===== src/rtl/switch_dest_lookup.sv =====
// switch_dest_lookup: resolves the first-beat DMAC against a forwarding table and
// tags every beat of the frame with one latched egress bitmap (forward, flood or drop).
module switch_dest_lookup #(
    parameter int AXIS_DATA_WIDTH  = 64,
    parameter int AXIS_KEEP_WIDTH  = AXIS_DATA_WIDTH / 8,
    parameter int AXIS_ID_ENABLE   = 1,
    parameter int AXIS_ID_WIDTH    = 8,
    parameter int AXIS_USER_ENABLE = 1,
    parameter int AXIS_USER_WIDTH  = 17,
    parameter int RADIX            = 4,
    parameter int PORT_INDEX       = 0,
    parameter int TABLE_SIZE       = 16,
    localparam int AW              = $clog2(TABLE_SIZE)
) (
    input  logic                       clk,
    input  logic                       rst_n,
    input  logic [AXIS_DATA_WIDTH-1:0] s_axis_tdata,
    input  logic [AXIS_KEEP_WIDTH-1:0] s_axis_tkeep,
    input  logic                       s_axis_tvalid,
    output logic                       s_axis_tready,
    input  logic                       s_axis_tlast,
    input  logic [AXIS_ID_WIDTH-1:0]   s_axis_tid,
    input  logic [AXIS_USER_WIDTH-1:0] s_axis_tuser,
    output logic [AXIS_DATA_WIDTH-1:0] m_axis_tdata,
    output logic [AXIS_KEEP_WIDTH-1:0] m_axis_tkeep,
    output logic                       m_axis_tvalid,
    input  logic                       m_axis_tready,
    output logic                       m_axis_tlast,
    output logic [AXIS_ID_WIDTH-1:0]   m_axis_tid,
    output logic [AXIS_USER_WIDTH-1:0] m_axis_tuser,
    output logic [RADIX-1:0]           m_axis_tdest,
    input  logic                       cfg_wr_en,
    input  logic [AW-1:0]              cfg_wr_addr,
    input  logic [47:0]                cfg_wr_mac,
    input  logic [RADIX-1:0]           cfg_wr_mask,
    input  logic                       cfg_wr_valid,
    output logic                       stat_flood,
    output logic                       stat_drop
);
    localparam logic [RADIX-1:0] SELF = {{(RADIX-1){1'b0}}, 1'b1} << PORT_INDEX;

    logic [TABLE_SIZE-1:0]      r_tbl_valid;
    logic [47:0]                r_tbl_mac  [TABLE_SIZE];
    logic [RADIX-1:0]           r_tbl_mask [TABLE_SIZE];

    logic                       r_sof;
    logic [RADIX-1:0]           r_dest;
    logic                       r_a_valid;
    logic                       r_a_first;
    logic [AXIS_DATA_WIDTH-1:0] r_a_data;
    logic [AXIS_KEEP_WIDTH-1:0] r_a_keep;
    logic                       r_a_last;
    logic [AXIS_ID_WIDTH-1:0]   r_a_id;
    logic [AXIS_USER_WIDTH-1:0] r_a_user;
    logic                       r_b_valid;
    logic [AXIS_DATA_WIDTH-1:0] r_b_data;
    logic [AXIS_KEEP_WIDTH-1:0] r_b_keep;
    logic                       r_b_last;
    logic [AXIS_ID_WIDTH-1:0]   r_b_id;
    logic [AXIS_USER_WIDTH-1:0] r_b_user;
    logic [RADIX-1:0]           r_b_dest;

    logic [47:0]                w_dmac;
    logic                       w_hit;
    logic [RADIX-1:0]           w_hit_mask;
    logic                       w_flood;
    logic [RADIX-1:0]           w_lookup;
    logic [RADIX-1:0]           w_dest;
    logic                       w_a_drop;
    logic                       w_a_adv;
    logic                       w_a_leave;
    logic                       w_s_fire;

    always_ff @(posedge clk or negedge rst_n) begin
        if (!rst_n)
            r_tbl_valid <= '0;
        else if (cfg_wr_en)
            r_tbl_valid[cfg_wr_addr] <= cfg_wr_valid;
    end

    always_ff @(posedge clk) begin
        if (cfg_wr_en) begin
            r_tbl_mac[cfg_wr_addr]  <= cfg_wr_mac;
            r_tbl_mask[cfg_wr_addr] <= cfg_wr_mask;
        end
    end

    assign w_dmac = r_a_data[47:0];

    // Scan high to low so the lowest matching index is the one left standing.
    always_comb begin
        w_hit      = 1'b0;
        w_hit_mask = '0;
        for (int i = TABLE_SIZE - 1; i >= 0; i--) begin
            if (r_tbl_valid[i] && r_tbl_mac[i] == w_dmac) begin
                w_hit      = 1'b1;
                w_hit_mask = r_tbl_mask[i];
            end
        end
    end

    assign w_flood   = w_dmac[0] || !w_hit;
    assign w_lookup  = (w_flood ? {RADIX{1'b1}} : w_hit_mask) & ~SELF;
    assign w_dest    = r_a_first ? w_lookup : r_dest;
    assign w_a_drop  = r_a_valid && (w_dest == '0);
    assign w_a_adv   = !r_b_valid || m_axis_tready;
    assign w_a_leave = r_a_valid && (w_a_adv || w_a_drop);
    assign w_s_fire  = s_axis_tvalid && s_axis_tready;

    assign s_axis_tready = rst_n && (!r_a_valid || w_a_adv || w_a_drop);
    assign stat_flood    = w_a_leave && r_a_first && w_flood;
    assign stat_drop     = w_a_leave && r_a_first && (w_dest == '0);

    always_ff @(posedge clk or negedge rst_n) begin
        if (!rst_n) begin
            r_sof     <= 1'b1;
            r_dest    <= '0;
            r_a_valid <= 1'b0;
            r_a_first <= 1'b0;
            r_a_data  <= '0;
            r_a_keep  <= '0;
            r_a_last  <= 1'b0;
            r_a_id    <= '0;
            r_a_user  <= '0;
        end else begin
            if (w_s_fire) begin
                r_a_valid <= 1'b1;
                r_a_first <= r_sof;
                r_a_data  <= s_axis_tdata;
                r_a_keep  <= s_axis_tkeep;
                r_a_last  <= s_axis_tlast;
                r_a_id    <= s_axis_tid;
                r_a_user  <= s_axis_tuser;
                r_sof     <= s_axis_tlast;
            end else if (w_a_leave) begin
                r_a_valid <= 1'b0;
            end
            if (w_a_leave && r_a_first)
                r_dest <= w_lookup;
        end
    end

    always_ff @(posedge clk or negedge rst_n) begin
        if (!rst_n) begin
            r_b_valid <= 1'b0;
            r_b_data  <= '0;
            r_b_keep  <= '0;
            r_b_last  <= 1'b0;
            r_b_id    <= '0;
            r_b_user  <= '0;
            r_b_dest  <= '0;
        end else if (w_a_adv) begin
            r_b_valid <= r_a_valid && !w_a_drop;
            if (r_a_valid && !w_a_drop) begin
                r_b_data <= r_a_data;
                r_b_keep <= r_a_keep;
                r_b_last <= r_a_last;
                r_b_id   <= r_a_id;
                r_b_user <= r_a_user;
                r_b_dest <= w_dest;
            end
        end
    end

    assign m_axis_tvalid = r_b_valid;
    assign m_axis_tdata  = r_b_data;
    assign m_axis_tkeep  = r_b_keep;
    assign m_axis_tlast  = r_b_last;
    assign m_axis_tid    = (AXIS_ID_ENABLE != 0) ? r_b_id : '0;
    assign m_axis_tuser  = (AXIS_USER_ENABLE != 0) ? r_b_user : '0;
    assign m_axis_tdest  = r_b_dest;
endmodule


===== config.mk =====
export PLATFORM = sky130hd
export DESIGN_NAME = switch_dest_lookup
export DESIGN_NICKNAME = d
export VERILOG_FILES = /design/src/rtl/switch_dest_lookup.sv
export SDC_FILE = /design/constraint.sdc
export NUM_CORES = 1
export LEC_CHECK = 0
export CORE_ASPECT_RATIO = 1.4
export CORE_UTILIZATION = 40
export DETAILED_ROUTE_END_ITERATION = 10
export PLACE_DENSITY = 0.67
export RECOVER_POWER = 100
export REMOVE_ABC_BUFFERS = 1
export SLEW_MARGIN = 20
export SYNTH_ARGS = -nofsm -noshare
export SYNTH_HDL_FRONTEND = slang
export SYNTH_SLANG_ARGS = --single-unit

===== constraint.sdc =====
create_clock -name clk -period 11 [get_ports clk]
set_input_delay 2.2 -clock clk [delete_from_list [all_inputs] [get_ports clk]]
set_output_delay 2.2 -clock clk [all_outputs]
set_load 0.03 [all_outputs]

=== Word level (Yosys, flattened, before mapping) ===
Memory sizes are Yosys's and may differ from the RTL's.
Cells that the tools add are included.
Widths: inputs -> output; s select.

* Input bits: 160
* Memories: 2
* Memory bits (writable): 832
* Flip-flop bits (word level): 223
* Logic and storage cells: 115
* Output and inout port bits: 106

* $lt $le $gt $ge: 2
* Reductions and logical operators: 37
* Muxes and demuxes: 41
* Equal/unequal tests: 16

{| class="wikitable"
|+ Memory list
! name !! words !! width !! rd ports !! clocked after memory_dff !! wr ports !! line !! text
|-
| r_tbl_mac || 16 || 48 || 16 || 0 || 1 || 43 || <nowiki>logic [47:0] r_tbl_mac [TABLE_SIZE];</nowiki>
|-
| r_tbl_mask || 16 || 4 || 16 || 0 || 1 || 44 || <nowiki>logic [RADIX-1:0] r_tbl_mask [TABLE_SIZE];</nowiki>
|}

{| class="wikitable"
|+ Operator list
! cell !! count
|-
| $eq 48x48->1 || 16
|-
| $mux 4 || 18
|-
| $logic_and 1x1->1 || 25
|-
| $mux 1 || 21
|-
| $bwmux 16 || 1
|-
| $logic_or 1x1->1 || 5
|-
| $lt 4x5->1 const B || 1
|-
| $demux 1 s4 || 1
|-
| $ge 4x1->1 const B || 1
|-
| $logic_not 1->1 || 4
|-
| $logic_not 4->1 || 1
|-
| $reduce_and 2->1 || 1
|-
| $reduce_bool 2->1 || 1
|}

=== Logic depth before layout (Yosys ltp) ===
An unclocked memory read counts as a cell.

* Word-level depth: 29
* Gate-level depth with buffers: 17
* Depth with buffers taken out: 13

=== Worst setup path after synthesis ===
Ideal clock, no wire load.

* Path kind: in2reg
* Start point: input cfg_wr_addr[3]
* End point: register r_tbl_valid[13]
* Buffers on the path: 0
* Arrival time: 6.828 ns
* Data required time: 10.917 ns
* Setup time: 0.083 ns
* Stages on the path: 3
* Slack: 4.088 ns
* Cell sequence: nand3_1 -> nor3b_1 -> mux2_2

* Longest elaborated chain between the ends: 5
* Elaborated cells between the ends (all ways): 6
* Classes of those cells: order compare: 2; mux: 3; reduce/logical: 1

{| class="wikitable"
|+ Ends and longest elaborated chain
! what !! line !! text
|-
| from (decl) || 33 || <nowiki>input logic [AW-1:0] cfg_wr_addr,</nowiki>
|-
| $lt 4x5->1 (not written as such) or $ge 4x1->1 (tied branches) || 78 || <nowiki>r_tbl_valid[cfg_wr_addr] <= cfg_wr_valid;</nowiki>
|-
| $logic_and 1x1->1 (not written as such) || 78 ||
|-
| $mux 1 (not written as such) || 78 ||
|-
| $demux 1 s4 (*) || 78 ||
|-
| $bwmux 16 (*) || 78 ||
|-
| to (signal, indexed assignment) || 78 ||
|-
| to (decl) || 42 || <nowiki>logic [TABLE_SIZE-1:0] r_tbl_valid;</nowiki>
|}

Mark *: on every way between the ends. The rest lies on a longest branch, timed or not.
A chain may end at the register's enable or synchronous reset.

=== Worst setup path after layout ===
* Start point: register r_a_data[13]
* End point: output stat_flood

* Longest elaborated chain between the ends: 28
* Elaborated cells between the ends (all ways): 74
* Classes of those cells: eq/ne: 16; mux: 34; reduce/logical: 24

{| class="wikitable"
|+ Ends and longest elaborated chain
! what !! line !! text
|-
| from (decl) || 50 || <nowiki>logic [AXIS_DATA_WIDTH-1:0] r_a_data;</nowiki>
|-
| from (signal assigned) || 129 || <nowiki>r_a_data <= s_axis_tdata;</nowiki>
|-
| $eq 48x48->1 || 95 || <nowiki>if (r_tbl_valid[i] && r_tbl_mac[i] == w_dmac) begin</nowiki>
|-
| $logic_and 1x1->1 || 95 ||
|-
| $mux 1 (16 in series) || 95 ||
|-
| $logic_not 1->1 || 102 || <nowiki>assign w_flood = w_dmac[0] || !w_hit;</nowiki>
|-
| $logic_or 1x1->1 || 102 ||
|-
| $mux 4 || 103 || <nowiki>assign w_lookup = (w_flood ? {RADIX{1'b1}} : w_hit_mask) & ~SELF;</nowiki>
|-
| $mux 4 || 104 || <nowiki>assign w_dest = r_a_first ? w_lookup : r_dest;</nowiki>
|-
| $logic_not 4->1 || 105 || <nowiki>assign w_a_drop = r_a_valid && (w_dest == '0);</nowiki>
|-
| $logic_and 1x1->1 || 105 ||
|-
| $logic_or 1x1->1 || 107 || <nowiki>assign w_a_leave = r_a_valid && (w_a_adv || w_a_drop);</nowiki>
|-
| $logic_and 1x1->1 || 107 ||
|-
| $logic_and 1x1->1 || 111 || <nowiki>assign stat_flood = w_a_leave && r_a_first && w_flood;</nowiki>
|-
| $logic_and 1x1->1 (*) || 111 ||
|-
| to (decl) || 37 || <nowiki>output logic stat_flood,</nowiki>
|}

Marked as above.

==> flow_summary.toml <==
[synthesis]
synth_area_leaders = "edfxtp_1, dfrtp_1, xnor2_1"
synthCells = 2668
syn_area_mm2 = 0.0440
synth-async-reset-ratio = 0.214
avgSynthCellArea_um2 = 16.5
yosysSeqAreaShare = 0.684
synth_largest_area_cell = "edfxtp_1"
ys_warn_count = 0
synth_edf_count = 816
synth_flop_cell = "edfxtp_1"
synth_top_area_frac = 0.557
ys_seq_elements = 1038
synth.cells.most_frequent = "edfxtp_1, xnor2_1, dfrtp_1"
synth.distinct_cells = 76
yosysMostFrequentCell = "edfxtp_1"

[sta]
hold_violations = 0
grt_setup_unrepaired = "false"
fin_skew_ns = 0.0261
setup_violations = 0
min_period_ns = 9.71
slew_headroom = -1.61
setup-tns-final_ns = 0
min_period_over_period = 0.883
slew_violations = 1809
tightestPinTransition_ns = 3.91
max_freq_mhz = 103

[floorplan]
fp.dieArea_mm2 = 0.111
die-width_um = 282
fp.dieH_um = 394
initial_core_util = 0.404
core_mm2 = 0.109
io_pins = 266
rows = 143

[cts]
clk_pin_slew_ns = 0.06
clock_latency_ns = 0.71
cts_buffers = 101
postCtsResizedCells = 0
cts_root_buf = "clkbuf_16"
cts_tree = "done"
cts_hold_buf = 0
ctsLongestPathBuffers = 3
clkSinkCount = 1038
post-cts-setup-buffers = 0
htree_levels = 3

[cells_and_area]
stdcell_count = 4560
syn_to_final_growth_pct = 14.9
fillers = 9628
layout-drive-gt1-share = 0.0824
seq_area_mm2 = 0.0301
multi_input_area_mm2 = 0.0120
final_nets = 3184

[placed_design]
port_buffers = 263
hpwl_um = 85500
gp_congestion = 0.935
dpl.cell_count = 4371

[route]
drtIter0Drc = 2661
drt-total-wl_um = 140000
drc = 0
ant_nets = 0
vias = 25453
wl_per_cell_um = 30.8
dr.pass1.iters = 7
via_per_inst = 5.58

[pwr]
p_leak_nw = 16.8
p_per_area_mw_per_mm2 = 198
ir_drop_mv = 0.118

[status]
status = "complete, but fails checks"
violations = "max-capacitance violations, max-slew violations"

[critical_path]
cp-end-kind = "output port"
cp.arrival_ns = 7.51
crit_chain = "buf_4, xnor2_1, nand4_1, nor4_1, nand4_1, or3b_2, o2111a_1, o211ai_1, nand3b_1, a21o_1, nor4_1, a31oi_1, nor2_1, dlygate4sd3_1"
cpPeakStageDelay_ns = 1.51
cp_num_buf_inv = 2
cp-start-kind = "flip-flop"
cp_max_fo = 11
cpLargestDelayFamily = "simple AND/OR/NAND/NOR gates"
critPathRequiredTime_ns = 8.80
path_class = "reg -> out"
slowest_stage = "nor4_1"

[global_routing]
antenna_found_initial = 7
grt_pass1_wl_um = 194000
grt_util_all_layers = 0.253
grt_max_degree = 77
grt-ovfl-total = 0
grt_pass1_vias = 25069

[min_path]
min_path_type = "reg -> reg"

[flow_run]
maxCapViolCount = 61
routing by layer:
| layer | up-vias | GRT usage | wire length, um |
|---|---|---|---|
| met4 | 6 | 0.156 | 9600 |
| met5 | - | 0 | 38 |
| li1 | 10510 | - | - |
| met3 | 342 | 0.0405 | 11400 |
| met1 | 13214 | 0.300 | 50600 |
| met2 | 1381 | 0.426 | 68900 |
placed cells by master (no fill, tap or decap), types with 9 or more instances in the layout:
master | synthesis | final
buf_4 | 18 | 55
clkbuf_1 | 1 | 97
clkbuf_16 | 0 | 101
clkdlybuf4s50_1 | 0 | 104
clkinv_1 | 0 | 10
clkinv_2 | 0 | 12
dfrtp_1 | 221 | 217
dlygate4sd3_1 | 0 | 151
edfxtp_1 | 816 | 816
inv_1 | 71 | 71
mux2_1 | 0 | 193
mux2_2 | 20 | 20
nand2_1 | 35 | 35
nand2b_1 | 48 | 48
nand3_1 | 24 | 24
nand4_1 | 125 | 125
nor2_1 | 26 | 18
nor2_4 | 1 | 9
nor2b_1 | 12 | 13
nor3_1 | 21 | 19
nor4_1 | 77 | 74
o2111ai_1 | 18 | 18
o21ai_0 | 17 | 17
o221ai_1 | 9 | 9
o22ai_1 | 11 | 12
xnor2_1 | 490 | 490
xor2_1 | 190 | 190
area by class of cell:
cell class | instances | share of cell area
clock inverter | 41 | 0.00817
multi-input combinational | 1434 | 0.237
antenna | 3 | 0.000149
timing repair buffer | 374 | 0.0638
clock buffer | 145 | 0.0545
inverter | 75 | 0.00557
tap | 1450 | 0.0359
sequential | 1038 | 0.595
worst register-to-register path, delay by kind of cell, from the launching register on:
| kind | cells | cell delay [ns] |
|---|---|---|
| AO/OA/AOI/OAI | 6 | 1.71 |
| XOR/XNOR | 1 | 0.17 |
| buffers and inverters | 3 | 2.30 |
| flip-flops | 1 | 0.89 |
| multiplexers | 1 | 0.60 |
| AND/OR/NAND/NOR | 4 | 2.74 |
state kept, by name, indices dropped and copies added (netlist names):
name	cells
r_a_valid	1
r_dest	3
r_a_data	64
r_tbl_mac	768
m_axis_tdest	3
m_axis_tuser	17
r_a_last	1
r_tbl_valid	16
m_axis_tkeep	8
r_a_keep	8
m_axis_tid	8
r_tbl_mask	48
r_a_user	17
m_axis_tlast	1
r_a_first	1
m_axis_tvalid	1
r_sof	1
r_a_id	8
m_axis_tdata	64
final timing paths:
kind                                  from               end  slack [ns]  cells past startpoint
setup / recovery              r_a_data[13]        stat_flood        1.29                     14
hold / removal             m_axis_tuser[3]   m_axis_tuser[3]        0.48                      1
setup reg to reg              r_a_data[13]   m_axis_tdata[2]        2.49                     15
hold reg to reg            m_axis_tuser[3]   m_axis_tuser[3]        0.48                      1
max in group asynchronous            rst_n  m_axis_tdata[21]        2.79                      3
min in group asynchronous            rst_n      r_a_user[14]        2.49                      1
report_power, final:
part	internal [mW]	switching, mW
combinational	0.697	1.19
clock	1.89	1.50
sequential	4.52	0.188
total	7.10	2.88
logic make-up (layout without fill, tap and decap cells):
| family | after synthesis | count (layout) | synth area share |
|---|---|---|---|
| AO/OA/AOI/OAI | 126 | 126 | 0.0234 |
| XOR/XNOR | 680 | 680 | 0.135 |
| buffers and inverters | 196 | 635 | 0.0293 |
| flip-flops | 1038 | 1038 | 0.684 |
| multiplexers | 220 | 220 | 0.0732 |
| other | 1 | 4 | 0.0000853 |
| AND/OR/NAND/NOR | 407 | 407 | 0.0551 |
per-stage QoR:
stage	hold WS, ns	utilization	power [mW]	area, um2	setup slack [ns]
after CTS	0.490	0.474	10.3	51500	2.15
after floorplan	0.474	-	5.94	43000	4.09
final	0.475	0.464	9.98	50500	1.29
after global routing	0.495	0.464	10.3	50500	1.36
after detailed placement	0.490	0.445	6.89	48400	2.92
after global placement	0.484	0.445	6.86	48400	2.98
(Power assumes the default switching activity.)
